**src/rtl/fir_out_fifo.sv**
```systemverilog
// Output stage for the FIR: scales each result by an arithmetic right shift,
// saturates it to OUTW bits and queues it in a FIFO popped one sample per read.
module fir_out_fifo #(
    parameter int OW    = 31,
    parameter int OUTW  = 16,
    parameter int SHIFT = 11,
    parameter int DEPTH = 16
) (
    input  logic                       i_clk,
    input  logic                       i_reset,
    input  logic                       i_clr,
    input  logic                       i_valid,
    input  logic signed [OW-1:0]       i_result,
    input  logic                       i_rd,
    output logic signed [OUTW-1:0]     o_rd_data,
    output logic                       o_rd_valid,
    output logic [$clog2(DEPTH):0]     o_count,
    output logic                       o_empty,
    output logic                       o_full,
    output logic                       o_overflow,
    output logic                       o_underflow,
    output logic [15:0]                o_drop_cnt
);

    localparam int AW = $clog2(DEPTH);
    localparam int CW = AW + 1;
    localparam logic [CW-1:0] DEPTH_C = CW'(DEPTH);

    // Shift first, then clamp: the shifted value fits in OUTW bits only when
    // every bit from the OUTW-1 position upwards is a copy of the sign bit.
    function automatic logic signed [OUTW-1:0] scale_sat(input logic signed [OW-1:0] v);
        logic signed [OW-1:0] s;
        s = v >>> SHIFT;
        if ((&s[OW-1:OUTW-1]) || !(|s[OW-1:OUTW-1]))
            return signed'(s[OUTW-1:0]);
        else if (s[OW-1])
            return signed'({1'b1, {(OUTW-1){1'b0}}});
        else
            return signed'({1'b0, {(OUTW-1){1'b1}}});
    endfunction

    logic signed [OUTW-1:0] data_p1_q;
    logic                   vld_p1_q, vld_p1_d;
    logic [OUTW-1:0]        mem_q [DEPTH];
    logic [AW-1:0]          wr_ptr_q, wr_ptr_d, rd_ptr_q, rd_ptr_d;
    logic [CW-1:0]          count_q, count_d;
    logic signed [OUTW-1:0] rd_data_q, rd_data_d;
    logic                   rd_valid_q, rd_valid_d;
    logic                   ovf_q, ovf_d, unf_q, unf_d;
    logic [15:0]            drop_q, drop_d;
    logic                   pop, push, drop;

    // A full FIFO still accepts a write when the same cycle frees a slot.
    assign pop  = i_rd && (count_q != '0);
    assign push = vld_p1_q && ((count_q != DEPTH_C) || pop);
    assign drop = vld_p1_q && (count_q == DEPTH_C) && !pop;

    always_comb begin
        vld_p1_d   = vld_p1_q;
        wr_ptr_d   = wr_ptr_q;
        rd_ptr_d   = rd_ptr_q;
        count_d    = count_q;
        rd_data_d  = rd_data_q;
        rd_valid_d = 1'b0;
        ovf_d      = ovf_q;
        unf_d      = unf_q;
        drop_d     = drop_q;
        if (i_clr) begin
            vld_p1_d = 1'b0;
            wr_ptr_d = '0;
            rd_ptr_d = '0;
            count_d  = '0;
            ovf_d    = 1'b0;
            unf_d    = 1'b0;
            drop_d   = '0;
        end else begin
            vld_p1_d = i_valid;
            if (push)
                wr_ptr_d = wr_ptr_q + AW'(1);
            if (pop) begin
                rd_ptr_d   = rd_ptr_q + AW'(1);
                rd_data_d  = signed'(mem_q[rd_ptr_q]);
                rd_valid_d = 1'b1;
            end
            unique case ({push, pop})
                2'b10:   count_d = count_q + CW'(1);
                2'b01:   count_d = count_q - CW'(1);
                default: count_d = count_q;
            endcase
            if (i_rd && (count_q == '0))
                unf_d = 1'b1;
            if (drop) begin
                ovf_d = 1'b1;
                if (drop_q != 16'hFFFF)
                    drop_d = drop_q + 16'd1;
            end
        end
    end

    // Stage 1 -> stage 2 control state
    always_ff @(posedge i_clk) begin
        if (i_reset) begin
            vld_p1_q   <= 1'b0;
            wr_ptr_q   <= '0;
            rd_ptr_q   <= '0;
            count_q    <= '0;
            rd_data_q  <= '0;
            rd_valid_q <= 1'b0;
            ovf_q      <= 1'b0;
            unf_q      <= 1'b0;
            drop_q     <= '0;
        end else begin
            vld_p1_q   <= vld_p1_d;
            wr_ptr_q   <= wr_ptr_d;
            rd_ptr_q   <= rd_ptr_d;
            count_q    <= count_d;
            rd_data_q  <= rd_data_d;
            rd_valid_q <= rd_valid_d;
            ovf_q      <= ovf_d;
            unf_q      <= unf_d;
            drop_q     <= drop_d;
        end
    end

    // Datapath: stage-1 sample register and FIFO storage carry no reset
    always_ff @(posedge i_clk) begin
        data_p1_q <= scale_sat(i_result);
        if (push && !i_clr)
            mem_q[wr_ptr_q] <= data_p1_q;
    end

    assign o_rd_data   = rd_data_q;
    assign o_rd_valid  = rd_valid_q;
    assign o_count     = count_q;
    assign o_empty     = (count_q == '0);
    assign o_full      = (count_q == DEPTH_C);
    assign o_overflow  = ovf_q;
    assign o_underflow = unf_q;
    assign o_drop_cnt  = drop_q;

endmodule

```
**config.mk**
```make
export PLATFORM = sky130hd
export DESIGN_NAME = fir_out_fifo
export DESIGN_NICKNAME = d
export VERILOG_FILES = /design/src/rtl/fir_out_fifo.sv
export SDC_FILE = /design/constraint.sdc
export NUM_CORES = 1
export LEC_CHECK = 0
export CORE_MARGIN = 2
export CORE_UTILIZATION = 50
export DETAILED_ROUTE_END_ITERATION = 8
export PLACE_DENSITY_LB_ADDON = 0.3
export SLEW_MARGIN = 20
export SYNTH_ARGS = -nofsm -noshare
export SYNTH_HDL_FRONTEND = slang
export SYNTH_SLANG_ARGS = --single-unit
```
**constraint.sdc**
```tcl
create_clock -name i_clk -period 2.75 [get_ports i_clk]
set_clock_uncertainty 0.1 [all_clocks]
set_input_delay 0.275 -clock i_clk [delete_from_list [all_inputs] [get_ports i_clk]]
set_output_delay 0.275 -clock i_clk [all_outputs]
set_load 0.01 [all_outputs]
```
==> impl_metrics.ini <==
[run_status]
status = finished clean

[worst_setup_path]
crit_required_ns = 2.38
cp-start-kind = flop
path_class = reg -> out
end_kind = output pin
crit_fanout = 8
crit_arrival_ns = 2.27

[synth]
seq_area_frac_synth_pct = 73.1
synth_commonest_cells = 256 x edfxtp_1, 65 x dfxtp_1, 64 x mux4_2
yosys-top-cells-area = edfxtp_1 63%, mux4_2 12%, dfxtp_1 11%
netlist.area_leader.share_pct = 62.6
yosysWarnings = 0
ys_types = 43
synth_nets = 730
synth_edf_count = 256
syn_inst = 686
async_reset_ff_share_pct = 0
synth_flop_cell = edfxtp_1
synth_area_sq_um = 12300
synth.ff_latch_count = 321
avgSynthCellArea_sq_um = 17.9
post-synth-top-count-cell = edfxtp_1
yosysTopAreaCell = edfxtp_1

[pwr]
leakagePower_nw = 4.82
power.density_nw_per_um2 = 673
ir_drop_mv = 0.531

[global_routing]
grt_overflow = 0
grt_pass1_vias = 6725
grt_use_total_pct = 20.7
antenna_found_initial = 0
grt_max_degree = 40
grt_pass1_wl_microns = 40200

[cells_and_area]
antenna_cells = 0
drive_above_1_share_pct = 19.6
area_growth_pct = 19.2
fin_nets = 837

[floorplanning]
chipWidth_microns = 161
fp-row-count = 57
die_area_sq_um = 25800
start_util_pct = 50.7
die_y_microns = 161
io_pins = 78
core_sq_um = 24200

[sta]
clock.fmax_ghz = 0.378
relSlewSlack_pct = 45.0
hold_viol = 0
fin_crit_sh_pct = 96.2
finalSetupViolations = 0
period_needed_ns = 2.65
setup_tns_ns = 0
drv_slew = 0
tightest_slew_ns = 0.824
rsz0062_at_grt = false
timing.final.ws_setup_ns = 0.103

[detailed_routing]
postRouteAntennaNets = 0
drt-total-wl_microns = 26400
post_drt_wl_per_cell_microns = 23.2
drcViolationCount = 0
drt_iter0_markers = 822
viasPerCell = 5.84
vias = 6667
drtPass1Iterations = 5

[clock_network]
tritoncts = yes
h-tree-depth = 1
clk_latency_ns = 0.57
clk_pin_slew_ns = 0.06
hold_buffers = 0
cts_root_buf = clkbuf_16
numCtsBuffers = 31
cts_buffer_depth = 3
numClockSinks = 321

[worst_hold_path]
holdCritPathClass = in -> reg

[place]
routabilityCongestion = 0.815
pre_cts_ws_ns = 0.0750
dp_hpwl_microns = 15500
io_buffers = 66

[job]
maxCapViolations = 0
## stage by stage
step                instance area (sq um)  util, %  instances  total power [mW]  hold slack (ns)
floorplan                           12300        -        686              5.57            0.265
global placement                    13600     56.1       1084              5.70            0.338
detailed placement                  13600     56.2       1084              5.72            0.345
CTS                                 14600     60.4       1142              9.93            0.144
global route                        14700     60.4       1142              10.2            0.154
finish                              14700     60.4       1142              9.86            0.164
## layout by cell type (no fill, tap or decap), drive strengths merged, types with 4 or more instances in the layout
master / count
a21o: 30
a21oi: 10
buf: 40
bufinv: 4
clkbuf: 38
clkdlybuf4s50: 66
clkinv: 11
dfxtp: 65
edfxtp: 256
ha: 8
inv: 10
mux2i: 33
mux4: 64
nand2: 19
nand3: 13
nand4: 7
nor2: 57
nor3: 5
o21ai: 7
o22ai: 16
or3: 5
or4: 5
xnor2: 10
xor2: 10
## layer usage
layer / part of all wire (%) / vias to the layer above / wire length (microns) / global-route usage (%)
met4: 3.0 / 0 / 787 / 5.72
met5: 0 / - / 0 / 0
met2: 48 / 263 / 12700 / 33.7
met1: 42 / 3405 / 11100 / 29.8
met3: 6.9 / 63 / 1830 / 2.94
li1: - / 2936 / - / -
## logic make-up after synthesis
group                      synth area share [%]
DFF                                        73.1
and+or+nand+nor                            5.03
muxes                                      14.4
AOI/OAI and AO/OA                          3.86
buffers and inverters                      1.30
xor gates and xnor gates                   1.43
adders and majority gates                 0.815
## power by group
part           switching [mW]  total (mW)  internal, mW  leakage, nW
combinational           0.118       0.239         0.122         1.48
clock                    1.78        4.25          2.47        0.500
sequential             0.0827        5.37          5.29         2.84
## flip-flops by register name, summed over array words and instances, names as in the netlist
name,flops
mem_q,256
data_p1_q,16
o_drop_cnt,16
o_rd_data,16
o_count,5
rd_ptr_q,4
wr_ptr_q,4
o_overflow,1
o_rd_valid,1
o_underflow,1
vld_p1_q,1
## worst paths after layout
kind	slack, ns	endpoint	cells past startpoint	from
setup reg to reg	0.15	o_count[4]$_SDFFE_PP0P_	8	o_count[0]$_SDFFE_PP0P_
hold / removal	0.16	data_p1_q[15]$_DFF_P_	1	i_result[30]
setup / recovery	0.10	o_empty	3	o_count[0]$_SDFFE_PP0P_
hold reg to reg	0.36	o_rd_data[14]$_SDFFE_PP0P_	1	o_rd_data[14]$_SDFFE_PP0P_
## worst max-delay path, cell delays in order (launching register included)
cell	delay (ns)
dfxtp_1	0.38
or4_4	0.64
nor2_1	0.15
clkdlybuf4s50_1	0.55
## final cells by class
cell class	instances	area [sq um]
clock buffers	38	802
flip-flops and latches	321	8990
repair buffers	106	1050
well taps	324	405
fillers	1767	9600
inverters	7	26.3
multi-input cells	326	3150
clock inverters	20	230
## repair_timing
| action | CTS | global route |
|---|---|---|
| endpoints found under the setup margin | 0 | 2 |
| resized for setup | 0 | 1 |
| buffers inserted | 0 | 0 |
(Power assumes the default switching activity.)
